File: config.mk
export PLATFORM = sky130hd
export DESIGN_NAME = dm_arbiter
export DESIGN_NICKNAME = d
export VERILOG_FILES = /design/src/rtl/mem_ctrl_pkg.sv /design/src/rtl/dm_arbiter_rr_arb2.sv /design/src/rtl/dm_arbiter.sv
export SDC_FILE = /design/constraint.sdc
export NUM_CORES = 1
export LEC_CHECK = 0
export CORE_ASPECT_RATIO = 0.6
export CORE_MARGIN = 2
export CORE_UTILIZATION = 43
export DETAILED_ROUTE_END_ITERATION = 10
export GPL_ROUTABILITY_DRIVEN = 0
export PLACE_DENSITY = 0.92
export SYNTH_ARGS = -nofsm -noshare
export SYNTH_HDL_FRONTEND = slang
export SYNTH_SLANG_ARGS = --single-unit
export TNS_END_PERCENT = 10
File: constraint.sdc
create_clock -name CLK -period 3.6 [get_ports CLK]
set_input_delay 0.72 -clock CLK [delete_from_list [all_inputs] [get_ports CLK]]
set_output_delay 0.72 -clock CLK [all_outputs]
set_load 0.02 [all_outputs]
File: src/rtl/mem_ctrl_pkg.sv
// Shared definitions for the data-memory access controller: FSM encoding,
// requester identifiers and the word-alignment helper.
package mem_ctrl_pkg;

  typedef enum logic [1:0] {
    ST_IDLE  = 2'd0,
    ST_ISSUE = 2'd1,
    ST_WAIT  = 2'd2,
    ST_RESP  = 2'd3
  } state_e;

  localparam logic OWNER_CPU  = 1'b0;
  localparam logic OWNER_HOST = 1'b1;

  localparam logic [1:0] WORD_ALIGN_MASK = 2'b11;
  localparam int         CNT_W           = 4;

  function automatic logic is_misaligned(input logic [1:0] lsb);
    return (lsb & WORD_ALIGN_MASK) != 2'b00;
  endfunction

endpackage

File: src/rtl/dm_arbiter_rr_arb2.sv
// Two-input round-robin arbiter; remembers which requester was served last.
module rr_arb2
  import mem_ctrl_pkg::*;
(
  input  logic       clk,
  input  logic       rst_n,
  input  logic [1:0] req,
  input  logic       update,
  output logic [1:0] grant
);

  logic last_served_r;

  // Grant selection: contention goes to whoever was not served last
  always_comb begin
    grant = 2'b00;
    case (req)
      2'b01:   grant = 2'b01;
      2'b10:   grant = 2'b10;
      2'b11:   grant = (last_served_r == OWNER_HOST) ? 2'b01 : 2'b10;
      default: grant = 2'b00;
    endcase
  end

  // Last-served register; host after reset so the CPU wins the first tie
  always_ff @(posedge clk or negedge rst_n) begin
    if (!rst_n) begin
      last_served_r <= OWNER_HOST;
    end else if (update) begin
      last_served_r <= (grant == 2'b10) ? OWNER_HOST : OWNER_CPU;
    end else begin
      last_served_r <= last_served_r;
    end
  end

endmodule

File: src/rtl/dm_arbiter.sv
// Shares one fixed-latency single-port data memory between the CPU load/store
// path and the host/loader port; one access at a time, one-cycle ack.
module dm_arbiter
  import mem_ctrl_pkg::*;
#(
  parameter int DW  = 32,
  parameter int AW  = 32,
  parameter int LAT = 1
) (
  input  logic          CLK,
  input  logic          RST,
  input  logic          c_req,
  input  logic          c_we,
  input  logic [AW-1:0] c_addr,
  input  logic [DW-1:0] c_wdata,
  output logic          c_ack,
  output logic [DW-1:0] c_rdata,
  output logic          c_err,
  output logic          c_stall,
  input  logic          h_req,
  input  logic          h_we,
  input  logic [AW-1:0] h_addr,
  input  logic [DW-1:0] h_wdata,
  output logic          h_ack,
  output logic [DW-1:0] h_rdata,
  output logic          h_err,
  output logic          m_en,
  output logic          m_we,
  output logic [AW-1:0] m_addr,
  output logic [DW-1:0] m_wdata,
  input  logic [DW-1:0] m_rdata,
  output logic          busy,
  output logic          owner
);

  state_e           state_r, state_s;
  logic [CNT_W-1:0] cnt_r, cnt_s;
  logic             owner_r, owner_s;
  logic             m_en_r, m_en_s, m_we_r, m_we_s;
  logic [AW-1:0]    m_addr_r, m_addr_s;
  logic [DW-1:0]    m_wdata_r, m_wdata_s;
  logic             c_ack_r, h_ack_r, c_err_r, h_err_r;
  logic [DW-1:0]    c_rdata_r, h_rdata_r;
  logic [1:0]       grant_s;
  logic             host_win_s, grant_upd_s, resp_s, err_s;
  logic             win_we_s;
  logic [AW-1:0]    win_addr_s;
  logic [DW-1:0]    win_wdata_s;
  logic [DW-1:0]    rdata_s;

  rr_arb2 u_arb (
    .clk    (CLK),
    .rst_n  (RST),
    .req    ({h_req, c_req}),
    .update (grant_upd_s),
    .grant  (grant_s)
  );

  assign host_win_s  = (grant_s == 2'b10);
  assign win_we_s    = host_win_s ? h_we    : c_we;
  assign win_addr_s  = host_win_s ? h_addr  : c_addr;
  assign win_wdata_s = host_win_s ? h_wdata : c_wdata;

  // Next-state and next-output logic of the access sequencer
  always_comb begin
    state_s     = state_r;
    cnt_s       = cnt_r;
    owner_s     = owner_r;
    m_en_s      = 1'b0;
    m_we_s      = m_we_r;
    m_addr_s    = m_addr_r;
    m_wdata_s   = m_wdata_r;
    grant_upd_s = 1'b0;
    resp_s      = 1'b0;
    err_s       = 1'b0;
    rdata_s     = '0;
    case (state_r)
      ST_IDLE: begin
        if (c_req || h_req) begin
          grant_upd_s = 1'b1;
          owner_s     = host_win_s ? OWNER_HOST : OWNER_CPU;
          if (is_misaligned(win_addr_s[1:0])) begin
            // Rejected without touching memory; m_* keep their last values
            state_s = ST_RESP;
            resp_s  = 1'b1;
            err_s   = 1'b1;
          end else begin
            state_s   = ST_ISSUE;
            m_en_s    = 1'b1;
            m_we_s    = win_we_s;
            m_addr_s  = win_addr_s;
            m_wdata_s = win_wdata_s;
          end
        end else begin
          state_s = ST_IDLE;
        end
      end
      ST_ISSUE: begin
        cnt_s   = CNT_W'(LAT - 1);
        state_s = ST_WAIT;
      end
      ST_WAIT: begin
        if (cnt_r == {CNT_W{1'b0}}) begin
          state_s = ST_RESP;
          resp_s  = 1'b1;
          rdata_s = m_we_r ? {DW{1'b0}} : m_rdata;
        end else begin
          cnt_s = cnt_r - {{(CNT_W-1){1'b0}}, 1'b1};
        end
      end
      ST_RESP: begin
        state_s = ST_IDLE;
      end
      default: begin
        state_s = ST_IDLE;
      end
    endcase
  end

  // State, memory-side and requester-side output registers
  always_ff @(posedge CLK or negedge RST) begin
    if (!RST) begin
      state_r   <= ST_IDLE;
      cnt_r     <= '0;
      owner_r   <= OWNER_CPU;
      m_en_r    <= 1'b0;
      m_we_r    <= 1'b0;
      m_addr_r  <= '0;
      m_wdata_r <= '0;
      c_ack_r   <= 1'b0;
      h_ack_r   <= 1'b0;
      c_err_r   <= 1'b0;
      h_err_r   <= 1'b0;
      c_rdata_r <= '0;
      h_rdata_r <= '0;
    end else begin
      state_r   <= state_s;
      cnt_r     <= cnt_s;
      owner_r   <= owner_s;
      m_en_r    <= m_en_s;
      m_we_r    <= m_we_s;
      m_addr_r  <= m_addr_s;
      m_wdata_r <= m_wdata_s;
      c_ack_r   <= resp_s && (owner_s == OWNER_CPU);
      h_ack_r   <= resp_s && (owner_s == OWNER_HOST);
      c_err_r   <= err_s && (owner_s == OWNER_CPU);
      h_err_r   <= err_s && (owner_s == OWNER_HOST);
      c_rdata_r <= (resp_s && (owner_s == OWNER_CPU))  ? rdata_s : {DW{1'b0}};
      h_rdata_r <= (resp_s && (owner_s == OWNER_HOST)) ? rdata_s : {DW{1'b0}};
    end
  end

  assign c_ack   = c_ack_r;
  assign c_rdata = c_rdata_r;
  assign c_err   = c_err_r;
  assign c_stall = c_req & ~c_ack_r;
  assign h_ack   = h_ack_r;
  assign h_rdata = h_rdata_r;
  assign h_err   = h_err_r;
  assign m_en    = m_en_r;
  assign m_we    = m_we_r;
  assign m_addr  = m_addr_r;
  assign m_wdata = m_wdata_r;
  assign busy    = (state_r != ST_IDLE);
  assign owner   = owner_r;

endmodule

**After elaboration in Yosys (flattened, before gate mapping)**

Cells that the tools add are included.

- Reductions and logical operators: 12
- Bitwise logic cells: 4
- $add $sub $neg: 1
- Muxes and demuxes: 29
- Equal/unequal tests: 9

Operators by type and width:

| operator | count |
|---|---|
| 32-bit 2-to-1 mux | 7 |
| 1-bit 2-to-1 mux | 13 |
| 2-bit == test, second input constant | 5 |
| 2-bit 2-to-1 mux | 4 |
| 2-bit one-hot mux with 4 select lines | 1 |
| 4-bit one-hot mux with 2 select lines | 1 |
| 2-bit one-hot mux with 3 select lines | 1 |
| 2-bit nonzero test | 3 |
| 2-bit by 1-bit == test with 1-bit output, second input constant | 2 |
| 1-bit logical AND | 4 |
| 4-bit zero test | 1 |
| 4-bit 2-to-1 mux | 1 |
| 2-bit inequality test, second input constant | 2 |
| 4-bit by 1-bit subtractor with 4-bit output, second input constant | 1 |
| 1-bit inverter | 3 |
| 3-bit AND reduction | 1 |
| 2-bit zero test | 1 |
| 1-bit one-hot mux with 2 select lines | 1 |
| 2-bit AND reduction | 1 |
| 1-bit AND | 1 |
| 1-bit logical OR | 1 |

- Flip-flop bits (word level): 142
- Output and inout bits: 137
- Bits of input ports: 166
- Logic and storage cells: 69

**Longest topological paths before layout**

Gate-level depths: netlist of the first run.

- Depth in word-level cells: 10
- Depth in mapped cells: 8

**By module**

Synthesis of the first run repeated with hierarchy kept, for this count alone.

- Cells, all modules: 416
- Area, all modules: 6047.0 µm²

Modules (own cells, without submodules):

| module | cells an instance | area each (µm²) | times used |
|---|---|---|---|
| dm_arbiter | 411 | 5983.2 | 1 |
| rr_arb2 | 5 | 63.8 | 1 |

**Worst setup path after synthesis of the first run**

No wires, ideal clock.

- Path kind: input-to-reg
- From: in h_req
- To: reg m_wdata_r[10], in the netlist m_wdata[10]
- Stages on the path: 5
- Arrival time: 1975 ps
- Path buffers: 2
- Data required time: 3475 ps
- Library setup time: 125 ps
- Setup slack: 1501 ps
- Cells stage by stage: a21boi_1 buf_4 clkbuf_1 mux2_2 mux2_2

- Longest elaborated chain between the ends: 7

Ends and longest elaborated chain:

| item | RTL line | text |
|---|---|---|
| start, declared | dm_arbiter.sv:20 | `input logic h_req,` |
| 2-bit == test / 2-bit by 1-bit == test with 1-bit output (equally long branches) | dm_arbiter_rr_arb2.sv:17 | `case (req)` |
| 2-bit one-hot mux with 3 select lines | dm_arbiter_rr_arb2.sv:17 |  |
| 2-bit == test | dm_arbiter.sv:59 | `assign host_win_s = (grant_s == 2'b10);` |
| 32-bit 2-to-1 mux | dm_arbiter.sv:61 | `assign win_addr_s = host_win_s ? h_addr : c_addr;` |
| 2-bit nonzero test | mem_ctrl_pkg.sv:19 | `return (lsb & WORD_ALIGN_MASK) != 2'b00;` |
| 1-bit inverter (no source line) | - |  |
| 3-bit AND reduction (no source line) | - |  |
| end signal, assigned | dm_arbiter.sv:143 | `m_wdata_r <= m_wdata_s;` |
| end, declared | dm_arbiter.sv:41 | `logic [DW-1:0] m_wdata_r, m_wdata_s;` |

Several ways; a longest one is shown, not always the timed one.
A chain may end at the register's enable or synchronous reset.

**Worst setup path in the final report of the first run**

- From: in c_req
- To: out c_stall

- Longest elaborated chain between the ends: 1

Ends and longest elaborated chain:

| item | RTL line | text |
|---|---|---|
| start, declared | dm_arbiter.sv:12 | `input logic c_req,` |
| 1-bit AND | dm_arbiter.sv:156 | `assign c_stall = c_req & ~c_ack_r;` |
| end, declared | dm_arbiter.sv:19 | `output logic c_stall,` |

Every way passes these cells.

==> run summary, run 1 <==
Resize count post-CTS - 0
Die Height - 95.7 µm
Mapped Cells - 418
Max FO, Critical Path - 5
Slew Limit Fails - 0
Finish-stage setup viols - 0
Final Non-Filler Cells - 921
clock slew at reported path FFs - 60 ps
filler cell count - 928
Tcrit/Tclk final - 79.6%
worst r2r path cells - 7
Die Wd - 157 µm
buffer and inverter count on the worst path - 2
first-pass GRT wire length - 25.7 mm
GRT Util Overall - 22.7%
syn_nets - 588
cells along the critical path - clkdlybuf4s50_1 -> nor2b_1 -> clkdlybuf4s50_1
Setup crit start kind - primary input
area grow syn2layout - 62.6%
Tightest Pin Transition - 880 ps
Critical Path RT - 2880 ps
Clk Latency, worst-skew pair - 410 ps
vias in the first global route - 4777
cell area after layout - 9790 µm²
DRT Pass-1 Iters - 4
I/O Buffers - 302
CTS Sinks - 142
R2R Path End - c_rdata[19]$_DFF_PN0_
post-placement cell count - 889
final net count - 886
layout cells sized above 1 - 23.3%
Yosys reg bits - 142
fmax - 349 MHz
FF-to-FF Start - cnt_r[0]$_DFFE_PN0P_
Clock Root Buffer - clkbuf_16
# DRC - 0
RSZ-0062 raised after global routing - false
# diodes - 0
TritonCTS Buffers - 17
# rows - 33
leakage power - 0.00442 µW
H-tree levels - 4
global route overflow - 0
Hold Fails Final Rpt - 0
number of routed nets with antenna violations - 0
Slew HR - 41.3%
core footprint - 13700 µm²
Starting DRT DRC Count - 190
drt via density - 4.85
YS warnings - 0
antenna violations before repair - 0
CP max-delay cell - clkdlybuf4s50_1
initial core utilization - 44.0%
most common cell after layout, fill and taps aside - clkdlybuf4s50_1
WP data arrival - 2150 ps
setup tns final - 0 ps
R2R Setup Slk - 1470 ps
routed vias - 4471
critical path class - in2out
largest net degree at the start of global routing - 74
crit end category - output pin
TritonCTS clock tree - built
CTS Hold Buffers Added - 0
drt total wl - 17.0 mm
post-CTS setup buffer count - 0
outcome - finished, final reports clean
die area - 15000 µm²
Netlist cell types - 30
minimum clock period - 2870 ps
HP Class - in2async
DP Area - 9220 µm²
family with the most delay on the worst path - buffers and inverters
most frequent cells in the layout - 301 x clkdlybuf4s50_1, 141 x dfrtp_1, 89 x mux2_2, 64 x and3_1, 37 x mux2_4
max cap viols - 0
final core utilization - 71.6%
Ports - 303
Clock Skew - 14.5 ps
drt wl/cell - 18.5 µm
Seq/Total Area, Yosys - 59.1%
CP most frequent cell - clkdlybuf4s50_1
HPWL after DPL - 12.5 mm
Synth Area per Inst - 14.4 µm²
PwrDens - 753 nW/µm²
max incr delay on CP - 620 ps
Mapped Area - 6020 µm²
total power - 7370 µW
VDD IR-drop max - 378 µV
CTS max path bufs - 2
## metrics by stage
step / worst slack (ps) / hold slack (ps)
finish: 734 / 319
CTS: 735 / 347
global placement: 803 / 486
floorplan: 1500 / 424
global route: 695 / 377
detailed placement: 734 / 492
## where the power goes
group	switching, µW	internal (µW)	total (µW)
Combinational	1560	1700	3270
Clock	730	978	1710
Sequential	275	2120	2400
## worst reg2reg max path, delay by kind of cell, from the launching register on
| family | cells | cell delay [ps] |
|---|---|---|
| adder cells (fa/ha/maj) | 1 | 180 |
| flip-flops | 1 | 410 |
| AND/OR/NAND/NOR | 4 | 950 |
| buffers and inverters | 2 | 520 |
## layout make-up
cell class	instances	area (µm²)	area share, %
Clock buffer	18	429	4.38
Tap cell	192	240	2.45
Multi-Input combinational cell	241	2290	23.4
Inverter	7	26.3	0.268
Clock inverter	14	145	1.48
Sequential cell	142	3550	36.3
Timing Repair Buffer	307	3100	31.7
## sequential cells by signal, indices dropped and copies added (netlist names)
signal and count:
c_rdata 32, c_ack 1, cnt_r 4, owner 1
h_rdata 32, m_en 1, h_ack 1, m_wdata 32
c_err 1, h_err 1, state_r 2, u_arb.last_served_r 1
m_we 1, m_addr 32
## kinds of logic (layout without fill, tap and decap cells)
group           count (synthesis)  in the layout  share of synthesized area [%]
fa+ha+maj                       4              4                          0.831
flops                         142            142                           59.1
compound gates                 14             14                           1.31
mux                           127            127                           26.1
xor+xnor                        1              1                          0.146
simple gates                   95             95                           9.44
buf+inv                        35            346                           3.12
## routing by layer
metal	global-route usage, %	vias to the layer above	part of all wire, %
met3	5.05	12	5.4
li1	-	2063	-
met1	28.1	2245	41
met2	40.5	151	53
met5	0	-	0
met4	6.35	0	0.98
## worst max-delay path by stage
stage	from	to	slack, ps	depth (start not counted)
floorplan	h_req	m_wdata[10]$_DFFE_PN0P_	1500	5
global placement	c_req	c_stall	800	3
detailed placement	c_req	c_stall	730	3
CTS	c_req	c_stall	740	3
global route	c_req	c_stall	700	3
finish	c_req	c_stall	730	3
## cells in the mapped netlist (all sizes together)
cell | number | area share [%]
nor3 | 2 | 0.35
a31oi | 3 | 0.31
mux2 | 126 | 26
nand3 | 2 | 0.17
xnor2 | 1 | 0.15
dfrtp | 141 | 59
nand2b | 2 | 0.21
nor2 | 12 | 0.75
nor3b | 2 | 0.33
nand2 | 4 | 0.25
and2 | 2 | 0.21
buf | 9 | 1.5
o21ai | 5 | 0.42
dfstp | 1 | 0.44
o31ai | 1 | 0.12
and3 | 64 | 6.7
a21boi | 1 | 0.12
mux2i | 1 | 0.23
nor2b | 5 | 0.52
inv | 7 | 0.44
ha | 4 | 0.83
a21oi | 4 | 0.33
clkbuf | 19 | 1.2
No activity file was read; power rests on OpenSTA's default activity.
==> inputs of run 2 (changes only) <==
--- a/config.mk
+++ b/config.mk
@@ -7,10 +7,10 @@
 export LEC_CHECK = 0
 export CORE_ASPECT_RATIO = 0.6
 export CORE_MARGIN = 2
-export CORE_UTILIZATION = 43
+export CORE_UTILIZATION = 36
 export DETAILED_ROUTE_END_ITERATION = 10
 export GPL_ROUTABILITY_DRIVEN = 0
-export PLACE_DENSITY = 0.92
+export PLACE_DENSITY = 0.83
 export SYNTH_ARGS = -nofsm -noshare
 export SYNTH_HDL_FRONTEND = slang
 export SYNTH_SLANG_ARGS = --single-unit
==> constraint.sdc (replaced) <==
create_clock -name CLK -period 2.6 [get_ports CLK]
set_input_delay 0.52 -clock CLK [delete_from_list [all_inputs] [get_ports CLK]]
set_output_delay 0.52 -clock CLK [all_outputs]
set_load 0.02 [all_outputs]
==> run summary, run 2 (synthesis results as in run 1) <==
Reg area - 3550 µm²
M1 wire length - 6.94 mm
# diodes - 0
CTS max path bufs - 2
clock slew at reported path FFs - 60 ps
Detail Route met2 WL - 8.74 mm
Die Height - 104 µm
largest net degree at the start of global routing - 65
setup tns final - 0 ps
# rows - 36
final core utilization - 61.1%
H-tree levels - 4
number of routed nets with antenna violations - 0
# DRC - 0
minimum clock period - 2420 ps
most frequent cells in the layout - 300 x clkdlybuf4s50_1, 141 x dfrtp_1, 89 x mux2_2, 64 x and3_1, 37 x mux2_4
PwrDens - 1050 nW/µm²
antenna violations before repair - 0
die area - 17800 µm²
CP max-delay cell - clkdlybuf4s50_1
Die Wd - 171 µm
WP data arrival - 1900 ps
drt total wl - 17.1 mm
pre-CTS setup slack - 77.5 ps
CTS Hold Buffers Added - 0
core footprint - 16300 µm²
DRT Pass-1 Iters - 4
Clock Skew - 8.16 ps
P_int - 6870 µW
CP most frequent cell - clkdlybuf4s50_1
TritonCTS clock tree - built
HP Class - in2async
layout cells sized above 1 - 24.3%
RSZ-0062 raised after global routing - false
Max FO, Critical Path - 5
TritonCTS Buffers - 17
global route overflow - 0
HPWL after DPL - 12.9 mm
Ports - 303
fmax - 414 MHz
drt via density - 4.71
logic gate share of total power - 43.7%
outcome - finished, final reports clean
area grow syn2layout - 65.6%
drt wl/cell - 17.7 µm
Starting DRT DRC Count - 223
cells along the critical path - clkdlybuf4s50_1 -> nor2b_1 -> clkdlybuf4s50_1
filler cell count - 1225
Worst Slack Setup Final - 183 ps
vias in the first global route - 4945
routed vias - 4543
multi-input logic area - 2290 µm²
Tcrit/Tclk final - 93.0%
max incr delay on CP - 620 ps
Clk pwr share - 24.5%
Hold Fails Final Rpt - 0
Clock Root Buffer - clkbuf_16
Slew HR - 36.3%
CTS Sinks - 142
Critical Path RT - 2080 ps
crit end category - output pin
critical path class - in2out
leakage power - 0.00451 µW
sw frac - 34.2%
Finish-stage setup viols - 0
VDD IR-drop max - 576 µV
Slew Limit Fails - 0
Setup crit start kind - primary input
Clk Latency, worst-skew pair - 410 ps
I/O Buffers - 302
Sw Pwr - 3580 µW
highest routed layer - met4
Tightest Pin Transition - 955 ps
most common cell after layout, fill and taps aside - clkdlybuf4s50_1
max cap viols - 0
final net count - 894
first-pass GRT wire length - 26.6 mm
routed wl met3 - 1.15 mm
GRT Util Overall - 19.3%
sequential power share - 31.8%
initial core utilization - 36.9%
[run 2: cell types whose count changed in the layout (fill, tap and decap cells not counted), sizes merged]
cell,before,now
clkinvlp,3,2
clkbuf,18,17
dlymetal6s2s,0,1
clkdlybuf4s50,301,300
bufinv,1,3
buf,6,14
[run 2: critical path, delay by kind of cell]
kind,cells,cell delay [ps]
buffers and inverters,2,1220
and+or+nand+nor,1,160
[run 2: power groups by stage]
| stage | Combinational [µW] | Sequential, µW | Clock [µW] |
|---|---|---|---|
| floorplan | 1520 | 4170 | 0 |
| global placement | 4460 | 3330 | 0 |
| detailed placement | 4590 | 3350 | 0 |
| CTS | 4600 | 3330 | 2610 |
| global route | 4820 | 3400 | 2710 |
| finish | 4570 | 3320 | 2560 |
[run 2: layout make-up]
class                   instances  area share (%)
flip-flops and latches        142            35.7
multi-input cells             241            23.0
well taps                     228            2.86
clock buffers                  17            4.27
repair buffers                315            32.0
clock inverters                15            1.97
inverters                       7           0.264
[run 2: per-layer routing]
layer | up-vias | global-route usage [%]
met5 | - | 0
met4 | 0 | 6.48
met3 | 21 | 5.29
met2 | 166 | 33.9
met1 | 2284 | 22.9
li1 | 2072 | -
[run 2: timing repair]
action / in CTS / in global routing
resized for setup: 0 / 1
buffers inserted: 0 / 0
endpoints found under the setup margin: 0 / 1
[run 2: stage by stage]
step / power (µW) / hold WS (ps) / cells / cell area [µm²]
after global placement: 7780 / 486 / 933 / 9350
final: 10400 / 79.0 / 965 / 9970
after CTS: 10500 / 92.5 / 965 / 9970
after global routing: 10900 / 106 / 965 / 9970
after detailed placement: 7940 / 495 / 933 / 9350
after floorplan: 5690 / 224 / 418 / 6020
[run 2: worst paths after layout]
check                      depth (start not counted)                       to  slack [ps]               startpoint
setup / recovery                                   3                  c_stall         180                    c_req
hold / removal                                     1     h_rdata[4]$_DFF_PN0_          80                      RST
setup reg to reg                                   7    c_rdata[11]$_DFF_PN0_         390     cnt_r[0]$_DFFE_PN0P_
hold reg to reg                                    1  m_wdata[17]$_DFFE_PN0P_         510  m_wdata[17]$_DFFE_PN0P_
max in group asynchronous                          2     h_rdata[5]$_DFF_PN0_        1760                      RST
min in group CLK                                   1  m_wdata[17]$_DFFE_PN0P_         510  m_wdata[17]$_DFFE_PN0P_
